==> config.mk <==
export PLATFORM = sky130hd
export DESIGN_NAME = fetch_unit
export DESIGN_NICKNAME = d
export VERILOG_FILES = /design/src/rtl/fetch_pkg.sv /design/src/rtl/fetch_pc_sel.sv /design/src/rtl/fetch_unit.sv
export SDC_FILE = /design/constraint.sdc
export NUM_CORES = 1
export LEC_CHECK = 0
export BUFFER_PORTS_ARGS = -buffer_cell sky130_fd_sc_hd__buf_2
export CAP_MARGIN = 20
export CORE_UTILIZATION = 40
export DETAILED_ROUTE_END_ITERATION = 16
export GPL_TIMING_DRIVEN = 1
export PLACE_DENSITY = 0.74
export SLEW_MARGIN = 0
export SYNTH_ARGS = -nofsm -noshare
export SYNTH_HDL_FRONTEND = slang
export SYNTH_SLANG_ARGS = --single-unit
==> constraint.sdc <==
create_clock -name clock -period 3.1 [get_ports clock]
set_input_delay 0.62 -clock clock [delete_from_list [all_inputs] [get_ports clock]]
set_output_delay 0.62 -clock clock [all_outputs]
set_load 0.02 [all_outputs]
==> src/rtl/fetch_pkg.sv <==
// Shared definitions for the instruction-fetch stage: default widths, reset
// vector, NOP encoding and the word-address type.
package fetch_pkg;

    localparam int ADDR_W = 11;
    localparam int DATA_W = 32;

    localparam logic [ADDR_W-1:0] RESET_PC = 11'd0;
    localparam logic [DATA_W-1:0] NOP_INST = 32'h0000_0000;

    typedef logic [ADDR_W-1:0] addr_t;

endpackage

==> src/rtl/fetch_pc_sel.sv <==
// Combinational next-PC / memory-address selection for the fetch stage.
// Priority: branch_taken > jump > stall > sequential increment.
module fetch_pc_sel
    import fetch_pkg::*;
#(
    parameter int ADDR_W = fetch_pkg::ADDR_W
) (
    input  logic [ADDR_W-1:0] pc_q,
    input  logic [ADDR_W-1:0] issued_pc_q,
    input  logic              stall,
    input  logic              branch_taken,
    input  logic [ADDR_W-1:0] branch_target,
    input  logic              jump,
    input  logic [ADDR_W-1:0] jump_target,
    output logic [ADDR_W-1:0] inst_addr,
    output logic [ADDR_W-1:0] pc_d
);

    // Redirects still present pc_q to memory; that wrong-path read is dropped.
    always_comb begin
        inst_addr = pc_q;
        pc_d      = pc_q + ADDR_W'(1);
        if (branch_taken) begin
            pc_d = branch_target;
        end else if (jump) begin
            pc_d = jump_target;
        end else if (stall) begin
            inst_addr = issued_pc_q;
            pc_d      = pc_q;
        end else begin
            pc_d = pc_q + ADDR_W'(1);
        end
    end

endmodule

==> src/rtl/fetch_unit.sv <==
// Instruction-fetch stage: owns the PC, absorbs 1-cycle memory latency, stalls
// and redirects. Define FETCH_PERF_CNT_EN to add fetched/bubble counters.
module fetch_unit
    import fetch_pkg::*;
#(
    parameter int              ADDR_W   = fetch_pkg::ADDR_W,
    parameter int              DATA_W   = fetch_pkg::DATA_W,
    parameter logic [ADDR_W-1:0] RESET_PC = ADDR_W'(fetch_pkg::RESET_PC)
) (
    input  logic              clock,
    input  logic              reset,
    input  logic              stall,
    input  logic              branch_taken,
    input  logic [ADDR_W-1:0] branch_target,
    input  logic              jump,
    input  logic [ADDR_W-1:0] jump_target,
    output logic [ADDR_W-1:0] inst_addr,
    input  logic [DATA_W-1:0] inst_in,
    output logic [DATA_W-1:0] if_inst,
    output logic [ADDR_W-1:0] if_pc_next,
    output logic              if_valid
`ifdef FETCH_PERF_CNT_EN
    ,
    output logic [31:0]       perf_fetched,
    output logic [31:0]       perf_bubbles
`endif
);

    logic [ADDR_W-1:0] pc_q, pc_d;
    logic [ADDR_W-1:0] issued_pc_q, issued_pc_d;
    logic              valid_q, valid_d;
    logic [ADDR_W-1:0] sel_addr;
    logic              redirect;

    assign redirect = branch_taken | jump;

    fetch_pc_sel #(.ADDR_W(ADDR_W)) u_pc_sel (
        .pc_q          (pc_q),
        .issued_pc_q   (issued_pc_q),
        .stall         (stall),
        .branch_taken  (branch_taken),
        .branch_target (branch_target),
        .jump          (jump),
        .jump_target   (jump_target),
        .inst_addr     (sel_addr),
        .pc_d          (pc_d)
    );

    // Track which address is on inst_in and whether it is correct-path.
    always_comb begin
        issued_pc_d = issued_pc_q;
        valid_d     = valid_q;
        if (redirect) begin
            valid_d = 1'b0;
        end else if (stall) begin
            valid_d = valid_q;
        end else begin
            issued_pc_d = pc_q;
            valid_d     = 1'b1;
        end
    end

    // Fetch state registers.
    always_ff @(posedge clock) begin
        if (reset) begin
            pc_q        <= RESET_PC;
            issued_pc_q <= RESET_PC;
            valid_q     <= 1'b0;
        end else begin
            pc_q        <= pc_d;
            issued_pc_q <= issued_pc_d;
            valid_q     <= valid_d;
        end
    end

    assign inst_addr  = reset ? RESET_PC : sel_addr;
    assign if_inst    = inst_in;
    assign if_pc_next = issued_pc_q + ADDR_W'(1);
    assign if_valid   = valid_q & ~reset;

`ifdef FETCH_PERF_CNT_EN
    logic [31:0] fetched_q, fetched_d;
    logic [31:0] bubbles_q, bubbles_d;

    // Counter next-state: delivered instructions vs. empty cycles.
    always_comb begin
        fetched_d = fetched_q;
        bubbles_d = bubbles_q;
        if (if_valid && !stall) begin
            fetched_d = fetched_q + 32'd1;
        end else begin
            fetched_d = fetched_q;
        end
        if (!if_valid) begin
            bubbles_d = bubbles_q + 32'd1;
        end else begin
            bubbles_d = bubbles_q;
        end
    end

    // Performance counter registers.
    always_ff @(posedge clock) begin
        if (reset) begin
            fetched_q <= 32'd0;
            bubbles_q <= 32'd0;
        end else begin
            fetched_q <= fetched_d;
            bubbles_q <= bubbles_d;
        end
    end

    assign perf_fetched = fetched_q;
    assign perf_bubbles = bubbles_q;
`endif

endmodule

# Word-level counts from Yosys, hierarchy flattened
# Index checks and enable logic that the tools add are counted.
# word_totals
inputBits,59
reg_bits,23
# op_classes
bitwise,3
eq_ne,1
n_addsub,2
n_reduce_logical,1
n_mux,7
# op_table
cell,count
2-to-1 mux 11 bit,7
adder 11 x 1 -> 11 bit (second input constant),2
inequality test 3 x 1 -> 1 bit (second input constant),1
OR reduction 2 bit,1
AND 1 bit,1
inverter 1 bit,1
bitwise OR 1 bit,1

# Logic depth before layout (Yosys ltp)
# Gate-level depths: netlist of run 1.
# depth
ltp_word,4
ltp_mapped,6
ltp_nobuf,5

# Hierarchy
# A second synthesis of run 1 with hierarchy kept.
# unflattened
hier_cells,223
area_unflattened_um2,1759.2
# by_module_without_submodules
mod,area_per_inst_um2,seq_area_each_um2,n_inst,cells_per_inst
fetch_unit,1202.4,460.4,1,142
fetch_pc_sel,556.8,0.0,1,81

# Worst setup path after synthesis of run 1
# No wires, ideal clock.
# synth_timing
path_kind,input to output
from,in stall
to,out inst_addr[2]
path_slack_ps,725
path_stages,5
n_path_buf,2
required_ps,2480
t_arrival_ps,1755
cell_sequence,buf_2 -> nor3b_2 -> buf_2 -> nand2_1 -> a21oi_1
# synth_between
elab_chain_cells,4
# synth_rtl
item,line,source
"start, declared",fetch_unit.sv:12,"input logic stall,"
2-to-1 mux 11 bit,fetch_pc_sel.sv:27,end else if (stall) begin
2-to-1 mux 11 bit,fetch_pc_sel.sv:25,end else if (jump) begin
2-to-1 mux 11 bit,fetch_pc_sel.sv:23,if (branch_taken) begin
2-to-1 mux 11 bit,fetch_unit.sv:76,assign inst_addr = reset ? RESET_PC : sel_addr;
"end, declared",fetch_unit.sv:17,"output logic [ADDR_W-1:0] inst_addr,"
# Every way passes these cells.

# Worst setup path after layout of run 1
# layout_timing
from,in jump
to,out inst_addr[3]
# layout_between
elab_chain_cells,3
# layout_rtl
item,line,source
"start, declared",fetch_unit.sv:15,"input logic jump,"
2-to-1 mux 11 bit,fetch_pc_sel.sv:25,
2-to-1 mux 11 bit,fetch_pc_sel.sv:23,
2-to-1 mux 11 bit,fetch_unit.sv:76,
# Every way passes these cells.

==> flow_summary.yaml, run 1 <==
logic_synthesis:
  synth-main-ff-cell: "dfxtp_1"
  synthArstFlopShare_pct: 0
  syn_nets: 307
  synth_warnings: 0
  synth.top_cells.by_area: "dfxtp_1 26%, buf_4 14%, nand2_1 12%"
  syn_area_per_cell_sq_um: 7.10
  yosysSeqAreaShare_pct: 26.4
  yosysMostFrequentCell: "nand2_1"
  synth_cell_types: 43
  syn_inst: 246
  synthDominantCellAreaShare_pct: 26.4
  synth-edff-count: 0
  synth.ff_latch_count: 23
  synth_area_sq_um: 1750
  yosys.area.top_type: "dfxtp_1"
  synthTopCellsByCount: "55 x nand2_1, 32 x buf_4, 27 x a21oi_1"
clock_tree:
  cts.sinks: 23
  root_buffer: "clkbuf_8"
  htreeDepth: 1
  cts_tree: "built"
  cts.clk_slew.worst_paths_ns: 0.08
  cts_buffers: 3
  cts-resized-gates: 0
  hold_buffers: 0
  post_cts_buffers: 0
  clock_latency_ns: 0.27
  clockBufferDepth: 2
timing:
  whs_ns: 0.493
  hold_viol_final: 0
  timing.final.crit_period_ns: 2.49
  rsz0062_at_grt: "false"
  skew_ns: 0.00274
  clock.fmax_ghz: 0.402
  tns_ns: 0
  post-route-period-util_pct: 80.3
  worstMarginPinSlew_ns: 0.605
  relSlewSlack_pct: 59.7
  slew_violations: 0
  final-setup-viol-count: 0
cells_and_area:
  drive_above_1_share_pct: 23.0
  fin_nets: 319
  fillers: 447
  syn_to_final_growth_pct: 4.73
  antenna_cells: 0
min_path:
  min_path_type: "flop to flop"
  holdCritStartpoint: "valid_q"
floorplan:
  die_h_microns: 68.1
  start_util_pct: 42.7
  rows: 23
  core-area_sq_um: 4090
  fp.dieW_microns: 68.1
  dieArea_sq_um: 4630
  pin_count: 114
power_and_ir_drop:
  power.leakage_nw: 0.730
  peakVddDrop_mv: 0.158
  power_density_nw_per_um2: 354
outcome:
  status: "finished clean"
detailed_routing:
  ant_nets: 0
  drt_iter0_drc: 107
  drc: 0
  drt_first_pass_iters: 4
  viasPerCell: 5.36
  routed_wl_microns: 3950
  wl_per_cell_microns: 12.9
  vias: 1646
setup_path:
  reg2reg_from: "pc_q[2]"
  critical_path_class: "input pin to primary output"
  r2r_end: "pc_q[7]"
  crit_chain: "buf_2 > nor2_1 > nand2_1 > buf_4 > nand2_1 > a21oi_1 > buf_2"
  r2r_cells: 4
  cp_slowest_cell: "nor2_1"
  rrSetupSlack_ns: 1.30
  worstPathMaxFanout: 17
  cp-startpoint: "jump"
  worstSetupEndpoint: "inst_addr[3]"
  cp_slowest_stage_delay_ns: 0.39
  critical_path.startpoint_type: "input pin"
  worstPathArrival_ns: 1.87
  cp_data_required_time_ns: 2.48
  worstSetupEndpointType: "primary output"
job:
  maxCapViolCount: 0
place:
  dp_hpwl_microns: 2870
  finalWeightedCongestion: 0.814
  port_buffers: 49
global_route:
  grt_max_degree: 37
  antenna_found_initial: 0
  overflow: 0
  gr-usage-all-layers_pct: 18.1
  grt_pass1_wl_microns: 6520
  grt_pass1_vias: 1471
## cells in the final DEF (no fill, tap or decap), types with 3 or more instances in the layout
cell      Yosys  routed
clkbuf_8      0       3
a222oi_1      3       3
xor2_1        4       4
a21oi_1      27      27
o211ai_1      3       3
a221oi_1      3       3
a211oi_1      3       3
o21ai_0       6       6
xnor2_1       8       8
mux2i_1       3       3
buf_2         6      49
buf_4        32       4
dfxtp_1      23      23
inv_1         6       6
nand2_1      55      55
nor2_1       11      11
nor3_1        4       4
nand3_1      10      10
## flip-flops by register name, indices dropped and copies added (netlist names)
name,cells
issued_pc_q,11
pc_q,11
valid_q,1
## kinds of logic after synthesis
| kind of cell | synth area share [%] |
|---|---|
| xor gates and xnor gates | 6.02 |
| AOI/OAI and AO/OA | 21.5 |
| and+or+nand+nor | 24.3 |
| muxes | 1.72 |
| adders and majority gates | 1.43 |
| DFF | 26.4 |
| buffers and inverters | 18.7 |
## worst min path at each step
stage | cells after the start | slack, ns | end
floorplan | 2 | 0.46 | issued_pc_q[9]
global placement | 2 | 0.47 | valid_q
detailed placement | 2 | 0.48 | valid_q
CTS | 2 | 0.49 | valid_q
global route | 2 | 0.52 | valid_q
finish | 2 | 0.49 | valid_q
## through the flow
stage / cells / utilization (%) / power [mW] / instance area, sq um / setup WS [ns]
finish: 307 / 44.8 / 0.647 / 1830 / 0.612
global route: 307 / 44.8 / 0.683 / 1830 / 0.447
CTS: 307 / 44.8 / 0.650 / 1830 / 0.610
detailed placement: 303 / 43.7 / 0.465 / 1780 / 0.646
global placement: 303 / 43.7 / 0.464 / 1780 / 0.684
floorplan: 246 / - / 0.480 / 1750 / 0.725
## where the power goes
part / total (mW) / internal [mW] / switching, mW
sequential: 0.331 / 0.309 / 0.0219
combinational: 0.127 / 0.0544 / 0.0727
clock: 0.189 / 0.0919 / 0.0975
## worst max-delay path, delay by kind of cell
family                 cells  cell delay (ns)
AOI/OAI and AO/OA          1             0.07
and+or+nand+nor            3             0.60
buffers and inverters      3             0.58
## layout make-up
cell class              count  area [sq um]  share of cell area (%)
flip-flops and latches     23           460                    25.2
multi-input cells         170           960                    52.5
repair buffers             53           275                    15.0
well taps                  50          62.6                    3.42
clock buffers               4          45.0                    2.46
inverters                   7          26.3                    1.44
## routing by layer
metal	part of all wire [%]	vias up	GRT usage, %
met1	45	728	23.7
li1	-	845	-
met3	6.2	11	2.17
met4	1.5	0	5.99
met5	0	-	0
met2	47	62	30.5
Power figures use the tool's default switching activity.
==> run 2, diff against run 1 <==
==> constraint.sdc (replaced) <==
create_clock -name clock -period 2.4 [get_ports clock]
set_input_delay 0.48 -clock clock [delete_from_list [all_inputs] [get_ports clock]]
set_output_delay 0.48 -clock clock [all_outputs]
set_load 0.02 [all_outputs]
==> run 2 against run 1 <==
  * Critical path depth shrank 1
  * Setup slack lost 0.37 ns
  * Critical endpoint is now if_pc_next[10]
  * Sequential share of layout area shrank 0.42 points
  * Hold slack lost 0.047 ns
  * Global-route usage grew 1.1 points
  * Flip-flop and latch count is the same
==> flow_summary.yaml, run 2 (synthesis results as in run 1) <==
floorplan:
  core-area_sq_um: 4090
  start_util_pct: 42.7
  pin_count: 114
  fp.dieW_microns: 68.1
  dieArea_sq_um: 4630
  die_h_microns: 68.1
  rows: 23
clock_tree:
  cts-resized-gates: 0
  htreeDepth: 1
  cts.clk_slew.worst_paths_ns: 0.08
  clockBufferDepth: 2
  clock_latency_ns: 0.27
  cts_tree: "built"
  cts.sinks: 23
  root_buffer: "clkbuf_8"
  post_cts_buffers: 0
  hold_buffers: 0
  cts_buffers: 3
detailed_routing:
  top_layer: "met4"
  vias: 1709
  ant_nets: 0
  drc: 0
  routed_wl_microns: 4250
  drt_iter0_drc: 133
  wl_met1_microns: 2030
  wl_per_cell_microns: 13.7
  viasPerCell: 5.50
  route.met3.wl_microns: 330
  drt_first_pass_iters: 4
  wl_met2_microns: 1830
timing:
  post-route-period-util_pct: 90.1
  skew_ns: 0.00115
  tns_ns: 0
  worstMarginPinSlew_ns: 0.642
  clock.fmax_ghz: 0.463
  timing.final.crit_period_ns: 2.16
  final-setup-viol-count: 0
  slew_violations: 0
  hold_viol_final: 0
  fin_ws_ns: 0.239
  relSlewSlack_pct: 57.2
  rsz0062_at_grt: "false"
min_path:
  min_path_type: "input pin to flop"
power_and_ir_drop:
  pwr-share-seq_pct: 50.7
  power_density_nw_per_um2: 454
  p_clk_share_pct: 28.9
  power.leakage_nw: 0.753
  switchingPower_mw: 0.255
  intPower_mw: 0.589
  combPwrFrac_pct: 20.4
  switching_share_pct: 30.2
  peakVddDrop_mv: 0.335
place:
  dp_hpwl_microns: 3100
  pre_cts_ws_ns: 0.331
  finalWeightedCongestion: 0.779
  port_buffers: 49
cells_and_area:
  final_cell_mix: "55 x nand2_1, 49 x buf_2, 27 x a21oi_1, 23 x dfxtp_1, 11 x nor2_1"
  drive_above_1_share_pct: 24.5
  final_common_cell: "nand2_1"
  largest_registers: "issued_pc_q x11, pc_q x11, valid_q x1"
  fin_nets: 323
  antenna_cells: 0
  fillers: 435
  syn_to_final_growth_pct: 6.52
job:
  maxCapViolCount: 0
setup_path:
  worstSetupEndpointType: "primary output"
  cp_data_required_time_ns: 1.92
  critical_path_class: "flop to primary output"
  worstPathArrival_ns: 1.68
  worstPathMaxFanout: 6
  critical_path.startpoint_type: "flop"
  rrSetupSlack_ns: 0.63
global_route:
  grt_pass1_wl_microns: 6910
  overflow: 0
  grt_pass1_vias: 1491
  gr-usage-all-layers_pct: 19.2
  antenna_found_initial: 0
  grt_max_degree: 37
outcome:
  status: "finished clean"
## run 2: final timing paths
kind	start	endpoint	cells past startpoint
hold reg to reg	valid_q	valid_q	2
hold / removal	branch_target[0]	pc_q[0]	3
setup reg to reg	pc_q[2]	pc_q[7]	4
setup / recovery	issued_pc_q[0]	if_pc_next[10]	6
## run 2: cell type report
| type | count | area (sq um) | area share, % |
|---|---|---|---|
| Sequential cell | 23 | 460 | 24.7 |
| Timing Repair Buffer | 57 | 305 | 16.4 |
| Multi-Input combinational cell | 170 | 960 | 51.6 |
| Inverter | 7 | 26.3 | 1.41 |
| Clock buffer | 3 | 41.3 | 2.22 |
| Clock inverter | 1 | 5.00 | 0.269 |
| Tap cell | 50 | 62.6 | 3.36 |
## run 2: per-layer routing
metal / up-vias / GRT usage (%)
li1: 849 / -
met1: 767 / 25.5
met2: 83 / 31.1
met3: 10 / 4.17
met4: 0 / 4.69
met5: - / 0
## run 2: power by group through the flow
stage               Sequential, mW  Clock (mW)  Combinational [mW]
floorplan                    0.425           0               0.196
global route                 0.431       0.272               0.191
CTS                          0.427       0.253               0.172
finish                       0.428       0.244               0.172
global placement             0.436           0               0.168
detailed placement           0.436           0               0.171
## run 2: worst max-delay path, stage by stage (launching register included)
cell     delay, ns
dfxtp_1       0.44
ha_1          0.25
nand2_1       0.07
nor2_1        0.22
nand3_1       0.13
xnor2_1       0.14
buf_2         0.18
## run 2: stage by stage
step                total power [mW]  utilization, %  hold slack [ns]  cells  area, sq um
finish                         0.844            45.5            0.446    311         1860
global route                   0.894            45.5            0.455    311         1860
CTS                            0.852            45.5            0.445    311         1860
detailed placement             0.607            44.4            0.474    307         1810
global placement               0.604            44.4            0.471    307         1810
floorplan                      0.620               -            0.457    246         1750
==> run 3, diff against run 2 <==
--- a/config.mk
+++ b/config.mk
@@ -7,10 +7,10 @@
 export LEC_CHECK = 0
 export BUFFER_PORTS_ARGS = -buffer_cell sky130_fd_sc_hd__buf_2
 export CAP_MARGIN = 20
-export CORE_UTILIZATION = 40
+export CORE_UTILIZATION = 38
 export DETAILED_ROUTE_END_ITERATION = 16
 export GPL_TIMING_DRIVEN = 1
-export PLACE_DENSITY = 0.74
+export PLACE_DENSITY = 0.73
 export SLEW_MARGIN = 0
 export SYNTH_ARGS = -nofsm -noshare
 export SYNTH_HDL_FRONTEND = slang
==> constraint.sdc (replaced) <==
create_clock -name clock -period 1.7 [get_ports clock]
set_input_delay 0.34 -clock clock [delete_from_list [all_inputs] [get_ports clock]]
set_output_delay 0.34 -clock clock [all_outputs]
set_load 0.02 [all_outputs]
==> run 3 against run 2 <==
  * The flow now finishes with violations (negative setup slack)
  * Combinational power grew 87%
  * Critical path depth unchanged
  * Non-clock buffer count grew 31
  * Flip-flop and latch count stayed put
  * First-iteration DRC count is 23% lower
  * Register-to-register slack got worse by 0.54 ns
  * Routed wire length up 8.6%
  * Count of clock-buffer cells in the layout unchanged
  * Power rose by 50%
  * Cell count up 11%
  * Clock power grew 45%
  * Largest cell class unchanged
  * Largest power group unchanged
==> flow_summary.yaml, run 3 (synthesis results as in run 1) <==
outcome:
  status: "complete, but fails checks"
  violations: "negative setup slack"
cells_and_area:
  final_cell_mix: "53 x nand2_1, 44 x buf_4, 39 x buf_2, 20 x dfxtp_1, 17 x a21oi_1"
  seq_area_sq_um: 467
  syn_to_final_growth_pct: 30.9
  fin_nets: 354
  multi_input_area_sq_um: 1100
  largest_registers: "issued_pc_q x11, pc_q x11, valid_q x1"
  layoutNonFillerInstCount: 344
  fillers: 427
  drive_above_1_share_pct: 41.8
  antenna_cells: 0
  final_common_cell: "nand2_1"
detailed_routing:
  drt_iter0_drc: 102
  wl_per_cell_microns: 13.4
  vias: 1810
  viasPerCell: 5.26
  drt_first_pass_iters: 4
  drc: 0
  ant_nets: 0
  routed_wl_microns: 4610
min_path:
  min_path_type: "input pin to flop"
place:
  dp_hpwl_microns: 3340
  port_buffers: 49
  finalWeightedCongestion: 0.797
  numPlacedInstances: 333
clock_tree:
  cts.sinks: 23
  clock_latency_ns: 0.27
  hold_buffers: 0
  htreeDepth: 1
  root_buffer: "clkbuf_8"
  clockBufferDepth: 2
  cts_tree: "built"
  cts_buffers: 3
  cts.clk_slew.worst_paths_ns: 0.09
setup_path:
  cp_slowest_cell: "dfxtp_4"
  crit_top_cell: "buf_4"
  cp_data_required_time_ns: 1.36
  critical_path.startpoint_type: "flop"
  worstPathArrival_ns: 1.38
  crit_chain: "ha_4 > nand2_4 > nor2_4 > buf_4 > xor2_1 > buf_4"
  worstSetupEndpointType: "primary output"
  cp_top_family: "flip-flops"
  critical_path_class: "flop to primary output"
  rrSetupSlack_ns: 0.09
  critPathBufInv: 2
  worstPathMaxFanout: 3
  cp_slowest_stage_delay_ns: 0.38
floorplan:
  die_h_microns: 69.8
  start_util_pct: 39.8
  dieArea_sq_um: 4870
  core-area_sq_um: 4380
  fp.dieW_microns: 69.8
  rows: 24
  pin_count: 114
global_route:
  grt_max_degree: 24
  gr-usage-all-layers_pct: 18.8
  overflow: 0
  antenna_found_initial: 0
  grt_pass1_wl_microns: 7510
  grt_pass1_vias: 1665
power_and_ir_drop:
  pwr-share-seq_pct: 46.5
  combPwrFrac_pct: 25.4
  switchingPower_mw: 0.386
  peakVddDrop_mv: 0.251
  power.leakage_nw: 0.970
  power_density_nw_per_um2: 552
  p_clk_share_pct: 28.1
  intPower_mw: 0.877
  power_mw: 1.26
  switching_share_pct: 30.6
timing:
  hold_viol_final: 0
  slew_violations: 0
  timing.final.crit_period_ns: 1.72
  worstMarginPinSlew_ns: 0.541
  relSlewSlack_pct: 64.0
  skew_ns: 0.00402
  fin_ws_ns: -0.0248
  tns_ns: -0.0664
  post-route-period-util_pct: 101
  rsz0062_at_grt: "true"
  clock.fmax_ghz: 0.580
  final-setup-viol-count: 4
job:
  maxCapViolCount: 0
-- run 3: cell count changes in the layout (fill, tap and decap cells not counted), moves of 3 or more --
| cell | delta |
|---|---|
| nand3_2 | +6 |
| buf_2 | -10 |
| nor2_1 | -3 |
| a21oi_2 | +9 |
| buf_4 | +36 |
| nand3_1 | -6 |
| a21oi_1 | -10 |
| dfxtp_1 | -3 |
| buf_6 | +5 |
-- run 3: path summary, 6_finish.rpt --
check,startpoint,end,cells past startpoint
worst max-delay path,issued_pc_q[1],if_pc_next[6],6
worst min-delay path,branch_target[0],pc_q[0],3
worst max register to register,pc_q[0],pc_q[7],4
worst min register to register,valid_q,valid_q,2
-- run 3: what timing repair did --
action / 4_1_cts / 5_1_grt
buffers inserted: 3 / 4
endpoints found under the setup margin: 5 / 18
gates resized for setup: 15 / 23
hold endpoints to repair: 0 / 0
pin swaps: 7 / 9
-- run 3: final cells by class --
class	count	area share (%)
Tap cell	52	2.84
Multi-Input combinational cell	170	48.1
Inverter	7	1.15
Timing Repair Buffer	88	25.4
Clock buffer	3	1.81
Sequential cell	23	20.4
Clock inverter	1	0.219
-- run 3: tightest hold or removal path: cells and delay by family --
family          cells  cell delay, ns
compound gates      1            0.06
buf+inv             1            0.07
simple gates        1            0.07
-- run 3: metrics by stage --
| step | utilization (%) | area [sq um] | worst slack [ns] | hold WS, ns |
|---|---|---|---|---|
| finish | 52.2 | 2290 | -0.0248 | 0.308 |
| detailed placement | 46.8 | 2050 | 0.0316 | 0.476 |
| global route | 52.2 | 2290 | -0.0817 | 0.312 |
| global placement | 46.8 | 2050 | 0.0617 | 0.470 |
| floorplan | - | 1800 | 0.0122 | 0.457 |
| CTS | 49.5 | 2170 | -0.0303 | 0.309 |
-- run 3: routing by layer --
| metal | global-route usage, % | routed length, microns |
|---|---|---|
| met5 | 0 | 0 |
| met2 | 31.0 | 2220 |
| met3 | 2.47 | 260 |
| met4 | 6.67 | 57 |
| met1 | 25.0 | 2070 |
-- run 3: power groups by stage --
stage / logic (mW) / registers [mW] / clock network (mW)
global placement: 0.305 / 0.598 / 0
floorplan: 0.289 / 0.600 / 0
detailed placement: 0.308 / 0.599 / 0
CTS: 0.311 / 0.587 / 0.359
finish: 0.321 / 0.588 / 0.355
global route: 0.353 / 0.591 / 0.386
